<file path="src/rtl/switch_pkg.sv">
// Shared types and helpers for the N-port packet switch.
package switch_pkg;

  function automatic int dest_w(input int n);
    return (n <= 2) ? 1 : $clog2(n);
  endfunction

  typedef enum logic {IN_ACCEPT, IN_DISCARD} in_state_t;
  typedef enum logic {ARB_IDLE, ARB_BUSY} arb_state_t;

  // Framing flags stored alongside every buffered word.
  typedef struct packed {
    logic sop;
    logic eop;
  } frame_t;

endpackage

</file>
<file path="src/rtl/pkt_fifo.sv">
// Synchronous FIFO with first-word-fall-through head and occupancy count.
module pkt_fifo #(
  parameter int WIDTH = 34,
  parameter int DEPTH = 16
) (
  input  logic                     clk,
  input  logic                     rst,
  input  logic                     wrEn,
  input  logic [WIDTH-1:0]         wrData,
  input  logic                     rdEn,
  output logic [WIDTH-1:0]         rdData,
  output logic [$clog2(DEPTH):0]   count,
  output logic                     full,
  output logic                     empty
);
  localparam int AW = $clog2(DEPTH);

  logic [WIDTH-1:0] mem [DEPTH];
  logic [AW-1:0]    wrPtr, rdPtr;
  logic [AW:0]      cnt;
  logic             doWr, doRd;

  assign doWr   = wrEn && !full;
  assign doRd   = rdEn && !empty;
  assign full   = (cnt == (AW+1)'(DEPTH));
  assign empty  = (cnt == '0);
  assign count  = cnt;
  assign rdData = mem[rdPtr];

  always_ff @(posedge clk or posedge rst) begin
    if (rst) begin
      wrPtr <= '0;
      rdPtr <= '0;
      cnt   <= '0;
    end else begin
      if (doWr) wrPtr <= wrPtr + 1'b1;
      if (doRd) rdPtr <= rdPtr + 1'b1;
      case ({doWr, doRd})
        2'b10:   cnt <= cnt + 1'b1;
        2'b01:   cnt <= cnt - 1'b1;
        default: cnt <= cnt;
      endcase
    end
  end

  // Storage carries no reset; only pointers and count define validity.
  always_ff @(posedge clk) begin
    if (doWr) mem[wrPtr] <= wrData;
  end

endmodule

</file>
<file path="src/rtl/switch_nxn.sv">
// N-port packet switch: per-input FIFO with legality filter, per-output
// packet-locked round-robin arbiter driving a registered output stage.
module switch_nxn
  import switch_pkg::*;
#(
  parameter int N_PORTS    = 4,
  parameter int DATA_W     = 32,
  parameter int FIFO_DEPTH = 16,
  parameter int CNT_W      = 16
) (
  input  logic                        clk,
  input  logic                        rst,
  input  logic [N_PORTS*DATA_W-1:0]   in_data,
  input  logic [N_PORTS-1:0]          in_valid,
  input  logic [N_PORTS-1:0]          in_sop,
  input  logic [N_PORTS-1:0]          in_eop,
  output logic [N_PORTS-1:0]          in_stall,
  output logic [N_PORTS*DATA_W-1:0]   out_data,
  output logic [N_PORTS-1:0]          out_valid,
  output logic [N_PORTS-1:0]          out_sop,
  output logic [N_PORTS-1:0]          out_eop,
  output logic [N_PORTS*CNT_W-1:0]    drop_cnt,
  output logic [N_PORTS-1:0]          ovf
);
  localparam int DW = dest_w(N_PORTS);
  localparam int CW = $clog2(FIFO_DEPTH) + 1;

  typedef struct packed {
    frame_t              frm;
    logic [DATA_W-1:0]   data;
  } fifo_entry_t;

  fifo_entry_t [N_PORTS-1:0]                 head;
  logic [N_PORTS-1:0]                        wrEn, pop, full, empty;
  logic [N_PORTS-1:0][CW-1:0]                count;
  logic [N_PORTS-1:0][DW-1:0]                headDest;
  logic [N_PORTS-1:0][N_PORTS-1:0]           popSel;

  always_comb begin
    pop = '0;
    for (int o = 0; o < N_PORTS; o++) pop = pop | popSel[o];
  end

  for (genvar i = 0; i < N_PORTS; i++) begin : g_in
    in_state_t          state, stateNxt;
    logic               inPkt, inPktNxt, wrReq, dropInc, legal;
    logic               stallR, ovfR;
    logic [CNT_W-1:0]   dropCntR;
    logic [DATA_W-1:0]  wd;
    fifo_entry_t        wrEntry;

    assign wd      = in_data[i*DATA_W +: DATA_W];
    assign legal   = ({1'b0, wd[DW-1:0]} < (DW+1)'(N_PORTS));
    assign wrEntry = {in_sop[i], in_eop[i], wd};

    always_comb begin
      stateNxt = state;
      inPktNxt = inPkt;
      wrReq    = 1'b0;
      dropInc  = 1'b0;
      if (in_valid[i]) begin
        case (state)
          IN_ACCEPT: begin
            if (in_sop[i]) begin
              if (legal) begin
                wrReq    = 1'b1;
                inPktNxt = !in_eop[i];
              end else begin
                dropInc  = 1'b1;
                inPktNxt = 1'b0;
                if (!in_eop[i]) stateNxt = IN_DISCARD;
              end
            end else if (inPkt) begin
              // Words outside a packet (no preceding legal sop) fall through here unwritten.
              wrReq = 1'b1;
              if (in_eop[i]) inPktNxt = 1'b0;
            end
          end
          IN_DISCARD: if (in_eop[i]) stateNxt = IN_ACCEPT;
          default:    stateNxt = IN_ACCEPT;
        endcase
      end
    end

    assign wrEn[i] = wrReq;

    always_ff @(posedge clk or posedge rst) begin
      if (rst) begin
        state    <= IN_ACCEPT;
        inPkt    <= 1'b0;
        stallR   <= 1'b0;
        ovfR     <= 1'b0;
        dropCntR <= '0;
      end else begin
        state  <= stateNxt;
        inPkt  <= inPktNxt;
        stallR <= (count[i] >= CW'(FIFO_DEPTH - 2));
        if (wrReq && full[i]) ovfR <= 1'b1;
        if (dropInc && (dropCntR != '1)) dropCntR <= dropCntR + 1'b1;
      end
    end

    pkt_fifo #(.WIDTH($bits(fifo_entry_t)), .DEPTH(FIFO_DEPTH)) u_fifo (
      .clk    (clk),
      .rst    (rst),
      .wrEn   (wrReq),
      .wrData (wrEntry),
      .rdEn   (pop[i]),
      .rdData (head[i]),
      .count  (count[i]),
      .full   (full[i]),
      .empty  (empty[i])
    );

    assign headDest[i]                   = head[i].data[DW-1:0];
    assign in_stall[i]                   = stallR;
    assign ovf[i]                        = ovfR;
    assign drop_cnt[i*CNT_W +: CNT_W]    = dropCntR;
  end

  for (genvar o = 0; o < N_PORTS; o++) begin : g_out
    arb_state_t          st, stNxt;
    logic [DW-1:0]       owner, ownerNxt, lastG, lastGNxt, gnt, sel;
    logic [N_PORTS-1:0]  req, popVec;
    logic                found, take, holdOff;
    logic [DATA_W-1:0]   outData_p1;
    logic                vld_p1, outSop_p1, outEop_p1;

    always_comb begin
      for (int i = 0; i < N_PORTS; i++)
        req[i] = !empty[i] && head[i].frm.sop && (headDest[i] == DW'(o));
    end

    always_comb begin
      int idx;
      idx   = 0;
      found = 1'b0;
      gnt   = '0;
      for (int k = 1; k <= N_PORTS; k++) begin
        idx = int'(lastG) + k;
        if (idx >= N_PORTS) idx = idx - N_PORTS;
        if (!found && req[DW'(idx)]) begin
          found = 1'b1;
          gnt   = DW'(idx);
        end
      end
    end

    // The cycle after an eop leaves the output is spent idle before re-arbitrating.
    assign holdOff = vld_p1 && outEop_p1;

    always_comb begin
      stNxt    = st;
      ownerNxt = owner;
      lastGNxt = lastG;
      take     = 1'b0;
      sel      = owner;
      case (st)
        ARB_IDLE: begin
          if (found && !holdOff) begin
            take     = 1'b1;
            sel      = gnt;
            ownerNxt = gnt;
            lastGNxt = gnt;
            if (!head[gnt].frm.eop) stNxt = ARB_BUSY;
          end
        end
        ARB_BUSY: begin
          if (!empty[owner]) begin
            take = 1'b1;
            if (head[owner].frm.eop) stNxt = ARB_IDLE;
          end
        end
        default: stNxt = ARB_IDLE;
      endcase
    end

    always_comb begin
      popVec = '0;
      if (take) popVec[sel] = 1'b1;
    end

    assign popSel[o] = popVec;

    // ---- stage p1: registered output word ----
    always_ff @(posedge clk or posedge rst) begin
      if (rst) begin
        st         <= ARB_IDLE;
        owner      <= '0;
        lastG      <= DW'(N_PORTS - 1);
        vld_p1     <= 1'b0;
        outSop_p1  <= 1'b0;
        outEop_p1  <= 1'b0;
        outData_p1 <= '0;
      end else begin
        st         <= stNxt;
        owner      <= ownerNxt;
        lastG      <= lastGNxt;
        vld_p1     <= take;
        outSop_p1  <= take && head[sel].frm.sop;
        outEop_p1  <= take && head[sel].frm.eop;
        if (take) outData_p1 <= head[sel].data;
      end
    end

    assign out_data[o*DATA_W +: DATA_W] = outData_p1;
    assign out_valid[o]                 = vld_p1;
    assign out_sop[o]                   = outSop_p1;
    assign out_eop[o]                   = outEop_p1;
  end

endmodule

</file>
<file path="config.mk">
export PLATFORM = sky130hd
export DESIGN_NAME = switch_nxn
export DESIGN_NICKNAME = d
export VERILOG_FILES = /design/src/rtl/switch_pkg.sv /design/src/rtl/pkt_fifo.sv /design/src/rtl/switch_nxn.sv
export SDC_FILE = /design/constraint.sdc
export NUM_CORES = 2
export LEC_CHECK = 0
export CAP_MARGIN = 30
export CORE_MARGIN = 5
export CORE_UTILIZATION = 30
export DETAILED_ROUTE_END_ITERATION = 8
export SKIP_CTS_REPAIR_TIMING = 1
export SYNTH_ARGS = -nofsm -noshare
export SYNTH_HDL_FRONTEND = slang
export SYNTH_SLANG_ARGS = --single-unit
</file>
<file path="constraint.sdc">
create_clock -name clk -period 11.7 [get_ports clk]
set_input_delay 2.34 -clock clk [delete_from_list [all_inputs] [get_ports clk]]
set_output_delay 2.34 -clock clk [all_outputs]
set_load 0.01 [all_outputs]
</file>
# Yosys cells after proc, flatten, opt, wreduce, memory -nomap -nowiden
# Memories as Yosys holds them, arrays and structs flattened.
# Index checks and enable logic that the tools add are counted.
# op_classes
eq_ne,24
n_mux,224
n_addsub,48
bitwise_logic,11
order_cmp,52
reduce_logical,112
# op_table
cell,n
34-bit binary-select mux with 2-bit select,12
33-bit two-way mux,8
34-bit two-way mux,4
1-bit two-way mux,116
2-bit two-way mux,40
1-bit logical AND,64
2-bit by 4-bit < comparator with 1-bit output (second input constant),16
1-bit binary-select mux with 2-bit select,20
5-bit one-hot mux with 2 select lines,4
3-bit greater-or-equal comparator (second input constant),12
2-bit by 3-bit < comparator with 1-bit output (second input constant),12
4-bit by 1-bit adder with 4-bit output (second input constant),8
2-bit by 1-bit subtractor with 2-bit output (second input constant),16
1-bit zero test,28
2-bit by 2-bit adder with 3-bit output (second input constant),8
2-bit == test (second input constant),12
1-bit one-hot mux with 2 select lines,12
5-bit by 1-bit adder with 5-bit output (second input constant),4
5-bit == test (second input constant),4
5-bit by 4-bit greater-or-equal comparator with 1-bit output (second input constant),4
5-bit zero test,4
5-bit by 1-bit subtractor with 5-bit output (second input constant),4
2-bit by 3-bit adder with 4-bit output (second input constant),4
2-bit by 1-bit == test with 1-bit output (second input constant),8
other kinds (10),47
# totals
regBits,228
wordCells,531
memories,4
inputBits,142
ram_bits,2176
# memory_table
name,words,width,read_ports,rd_ports_with_merged_regs,wr,line_no,rtl
g_in[0].u_fifo.mem,16,34,1,0,1,pkt_fifo.sv:18,logic [WIDTH-1:0] mem [DEPTH];
g_in[1].u_fifo.mem,16,34,1,0,1,pkt_fifo.sv:18,
g_in[2].u_fifo.mem,16,34,1,0,1,pkt_fifo.sv:18,
g_in[3].u_fifo.mem,16,34,1,0,1,pkt_fifo.sv:18,

# Depth between registers and ports, before layout
# depth
depth_word,31
mapped_depth,24
ltp_nobuf,20

# Modules after synthesis
# From an unflattened synthesis, not the netlist that was laid out.
# unflattened
cells_unflattened,5649
hier_area_um2,98430.7
# by_module_without_submodules
module,seq_area_each_um2,cells_each,n_inst,area_per_inst_um2
pkt_fifo,16661.0,1105,4,21669.5
switch_nxn,4414.2,1229,1,11752.5

# Least setup slack after synthesis
# OpenSTA, ideal clock, no wires.
# synth_timing
path_kind,input to register
from,in in_valid[3]
to,"mem g_in[3].u_fifo.mem[0][0], enable pin"
t_required_ps,11190
n_path_buf,0
arrival_ps,6484
slack_ps,4705
cell_stages,5
path_cell_list,nor2b_1 o21ai_0 a21oi_1 inv_1 nor4_1
# synth_between
elab_chain_len,4
# synth_rtl
item,line_no,rtl
from (decl),switch_nxn.sv:14,"input logic [N_PORTS-1:0] in_valid,"
1-bit two-way mux,switch_nxn.sv:61,if (in_valid[i]) begin
1-bit logical AND,pkt_fifo.sv:23,assign doWr = wrEn && !full;
1-bit two-way mux,pkt_fifo.sv:48,if (doWr) mem[wrPtr] <= wrData;
1-bit two-way mux (not written as such),pkt_fifo.sv:48,
to (decl),pkt_fifo.sv:18,
# Every way passes these cells.

# Final worst setup path
# layout_timing
from,reg g_in[1].u_fifo.rdPtr[0]
to,reg g_in[2].u_fifo.cnt[4]
# layout_between
elab_chain_len,30
word_cells_on_any_way,166
cone_classes,8 x order compare; 5 x eq/ne; 109 x mux; 3 x bitwise; 40 x reduce/logical; 1 x memory
# layout_rtl
item,line_no,rtl
from (decl),pkt_fifo.sv:19,"logic [AW-1:0] wrPtr, rdPtr;"
from (signal assigned),pkt_fifo.sv:37,if (doRd) rdPtr <= rdPtr + 1'b1;
memory read 16 x 34 bit *,--,
"2-bit by 1-bit == test with 1-bit output, or another cell as far along",switch_nxn.sv:131,req[i] = !empty[i] && head[i].frm.sop && (headDest[i] == DW'(o));
1-bit logical AND,switch_nxn.sv:131,
1-bit binary-select mux with 2-bit select,switch_nxn.sv:142,if (!found && req[DW'(idx)]) begin
1-bit two-way mux (not written as such) (2 in a row),switch_nxn.sv:142,
1-bit two-way mux,switch_nxn.sv:142,
1-bit zero test,switch_nxn.sv:142,
1-bit logical AND,switch_nxn.sv:142,
[... 13 more ...],--,
1-bit demux with 2-bit select,switch_nxn.sv:180,if (take) popVec[sel] = 1'b1;
4-bit two-way mux,switch_nxn.sv:180,
4-bit bitwise OR (2 in a row),switch_nxn.sv:41,for (int o = 0; o < N_PORTS; o++) pop = pop | popSel[o];
4-bit bitwise OR *,switch_nxn.sv:41,
1-bit logical AND *,pkt_fifo.sv:24,assign doRd = rdEn && !empty;
named net g_in[2].u_fifo.doRd,pkt_fifo.sv:21,"logic doWr, doRd;"
2-bit by 1-bit == test with 1-bit output or 2-bit == test (tied branches),pkt_fifo.sv:38,"case ({doWr, doRd})"
5-bit one-hot mux with 2 select lines or 2-bit nonzero test (tied branches),--,
to (signal assigned),pkt_fifo.sv:39,2'b10: cnt <= cnt + 1'b1;
to (signal assigned),pkt_fifo.sv:40,2'b01: cnt <= cnt - 1'b1;
to (signal assigned),pkt_fifo.sv:41,default: cnt <= cnt;
to (decl),pkt_fifo.sv:20,logic [AW:0] cnt;
# The timed path passes the listed nets; every way through them passes the cells marked *. The select of a mux whose other input is x is not followed.
# A chain may end at the register's enable or synchronous reset.

==> results.py <==
metrics = {
    "placement": {
        "place_ws_ns": 4.23,
        "gp_congestion": 0.870,
        "io_buffers": 289,
        "post-place-cells": 9239,
        "post-dp-hpwl_mm": 175,
    },
    "logic_synthesis": {
        "synthCells": 4787,
        "ys_seq_elements": 2404,
        "ys.flop_type": "edfxtp_1",
        "synth_top_family_by_area": "multiplexers",
        "synthXorXnorAreaFrac": 0.00396,
        "netlist_area_um2": 97200,
        "yosys.area_share.simple": 0.0210,
        "synth_cell_types": 91,
        "synth_compound_area_frac": 0.0317,
        "yosysWarnings": 0,
        "yosys.area_share.adder": 0.00546,
        "seq_area_frac_synth": 0.731,
        "async_flop_share": 0.0948,
        "syn_area_per_cell_um2": 20.3,
        "synth_edf_count": 2176,
        "synthMuxAreaShare": 0.186,
    },
    "routing": {
        "via_count": 49800,
        "ant_nets": 0,
        "drt_iter0_markers": 5373,
        "vias_per_cell": 5.11,
        "dr.pass1.iters": 9,
        "avgRoutedWirePerCell_um": 28.7,
        "drcViolationCount": 0,
        "wl_mm": 279,
    },
    "layout": {
        "multiInputGateArea_um2": 24800,
        "num-fill-cells": 29800,
        "fin_cells": 9735,
        "fin_nets": 5365,
        "area_growth_pct": 17.3,
        "regArea_um2": 71100,
        "drive_gt1_frac": 0.245,
    },
    "timing": {
        "final_max_slew_viol_count": 0,
        "fin_skew_ns": 0.0777,
        "max_slew_margin": 0.261,
        "final.min_clock_period_ns": 7.47,
        "final-setup-viol-count": 0,
        "tightest_slew_ns": 1.11,
        "post-route-period-util": 0.639,
        "tns_ns": 0,
        "worst_slack_ns": 4.23,
        "fmax_ghz": 0.134,
        "hold_viol_final": 0,
        "grt_setup_unrepaired": "no",
    },
    "pwr": {
        "power.switching_mw": 13.6,
        "p_leak_nw": 37.0,
        "combPwrFrac": 0.440,
        "irDropWorstVdd_mv": 0.348,
        "power_mw": 34.9,
        "p_seq_frac": 0.334,
        "intPower_mw": 21.3,
        "pwr-share-clk": 0.227,
        "powerDensity_nw_per_um2": 306,
        "p_sw_frac": 0.390,
    },
    "clock_tree": {
        "clockRootBuffer": "clkbuf_16",
        "clock_path_buffers": 4,
        "cts_buffers": 264,
        "h-tree-depth": 5,
        "clk_latency_ns": 0.89,
        "cts.sinks": 2404,
        "cts_tree": "built",
        "clk_pin_slew_worst_paths_ns": 0.06,
    },
    "grt": {
        "grt_antenna_before_repair": 61,
        "track_usage": 0.162,
        "grt_overflow_total": 0,
        "grt_max_degree": 141,
        "grt_pass1_vias": 49800,
        "grt_pass1_wl_mm": 389,
    },
    "worst_setup_path": {
        "cp.required_ns": 12.40,
        "start_kind": "flip-flop",
        "worstReg2RegStart": "g_in[1].u_fifo.rdPtr[0]",
        "r2r_cells": 18,
        "crit_slowest_cell": "dfrtp_4",
        "rrSetupSlack_ns": 4.23,
        "cp-end-kind": "flip-flop",
        "crit_path_max_incr_delay_ns": 0.96,
        "reg2reg_to": "g_in[2].u_fifo.count[4]",
        "startpoint": "g_in[1].u_fifo.rdPtr[0]",
        "crit_end": "g_in[2].u_fifo.count[4]",
        "path_class": "flip-flop to flip-flop",
        "arrival_ns": 8.18,
        "critPathMaxFanout": 105,
        "path_cells": "buf_12 -> mux2i_1 -> a221oi_1 -> nand3_1 -> a211oi_1 -> o41ai_2 -> nand2_1 -> and2_4 -> inv_4 -> a2bb2oi_1 -> nand2_1 -> ha_1 -> fa_1 -> a21o_1 -> a21oi_1 -> xor2_1 -> nor2_1 -> xor2_1",
    },
    "die": {
        "die_area_um2": 336000,
        "row_count": 209,
        "dieWidth_um": 579,
        "start_util": 0.301,
        "core-area_um2": 323000,
        "boundaryPins": 354,
        "die_h_um": 579,
    },
    "worst_hold_path": {
        "min_path_type": "flip-flop to flip-flop",
    },
    "job": {
        "cap_viol_max_count": 0,
    },
    "outcome": {
        "outcome": "complete, no violations",
    },
}
==> layout make-up <==
| cell class | count | share of cell area |
|---|---|---|
| clock inverter | 121 | 0.0106 |
| sequential | 2404 | 0.624 |
| timing repair buffer | 414 | 0.0354 |
| tap | 4325 | 0.0475 |
| multi-input combinational | 2024 | 0.218 |
| antenna | 24 | 0.000527 |
| inverter | 75 | 0.00259 |
| clock buffer | 348 | 0.0621 |
==> through the flow <==
step / utilization / hold WS, ns / area [µm²]
2_1_floorplan: - / 0.444 / 97400
3_3_place_gp: 0.326 / 0.498 / 105000
3_5_place_dp: 0.326 / 0.487 / 106000
4_1_cts: 0.352 / 0.503 / 114000
5_1_grt: 0.352 / 0.531 / 114000
6_report: 0.352 / 0.504 / 114000
==> registers in the layout (all words and copies together), names as in the netlist <==
name,flops
g_out.lastG,8
g_out.owner,8
g_in.stallR,4
g_in.u_fifo.count,20
g_out.outSop_p1,4
g_out.st,4
g_out.outData_p1,128
g_in.ovfR,4
g_out.outEop_p1,4
g_out.vld_p1,4
g_in.state,4
g_in.u_fifo.wrPtr,16
g_in.u_fifo.rdPtr,16
g_in.inPkt,4
g_in.u_fifo.mem,2176
==> how the worst min path moves through the flow <==
stage / startpoint / end / slack (ns) / cells after the start
floorplan: g_in[0].ovfR / g_in[0].ovfR / 0.44 / 1
global placement: g_in[1].ovfR / g_in[1].ovfR / 0.50 / 1
detailed placement: g_in[1].ovfR / g_in[1].ovfR / 0.49 / 1
CTS: g_in[1].ovfR / g_in[1].ovfR / 0.50 / 1
global route: g_out[1].outData_p1[20] / g_out[1].outData_p1[20] / 0.53 / 1
finish: g_in[1].ovfR / g_in[1].ovfR / 0.50 / 1
==> cells in the mapped netlist (67+ instances only) <==
cell	instances	area [µm²]
edfxtp_1	2176	65300
nor2_1	89	334
a221oi_1	67	587
inv_1	67	251
clkbuf_1	141	529
mux2i_1	297	2970
buf_1	67	251
mux2_2	95	1070
nand2_1	152	571
o21ai_0	86	430
dfrtp_1	220	5510
a21oi_1	84	420
buf_4	93	698
mux4_2	609	13700
==> layer usage <==
layer	GRT usage	vias to the layer above	wire [µm]
met4	0.0984	42	19800
met5	0	-	276
met3	0.0370	521	21300
li1	-	20500	-
met2	0.258	2011	132000
met1	0.203	26700	106000
==> placed cells by master, fill, tap and decap left out, drive strengths merged, types with 100 or more instances in the layout <==
cell / n
clkinv: 100
nand2: 152
buf: 124
clkdlybuf4s50: 289
mux2: 115
mux2i: 298
mux4: 612
clkbuf: 349
dfrtp: 220
edfxtp: 2176
==> worst max-delay path, delay by kind of cell (launching register included) <==
| family | cells | cell delay, ns |
|---|---|---|
| simple gates | 5 | 1.48 |
| buf+inv | 2 | 1.01 |
| xor+xnor | 2 | 0.33 |
| mux | 1 | 0.16 |
| fa+ha+maj | 2 | 0.80 |
| flops | 1 | 0.96 |
| compound gates | 6 | 2.38 |
==> cells by family (layout without fill, tap and decap cells) <==
family	count (synthesis)	after routing
compound gates	424	424
xor+xnor	44	44
fa+ha+maj	40	40
buf+inv	422	958
flops	2404	2404
mux	1025	1025
other cells	1	88
simple gates	427	427
==> power groups by stage <==
stage | logic (mW) | clock network [mW] | registers (mW)
2_1_floorplan | 10.2 | 0 | 11.0
3_3_place_gp | 15.0 | 0 | 11.9
3_5_place_dp | 15.2 | 0 | 11.9
4_1_cts | 15.3 | 8.09 | 11.7
5_1_grt | 16.2 | 8.47 | 11.7
6_report | 15.4 | 7.91 | 11.7
No activity file was read; power rests on OpenSTA's default activity.
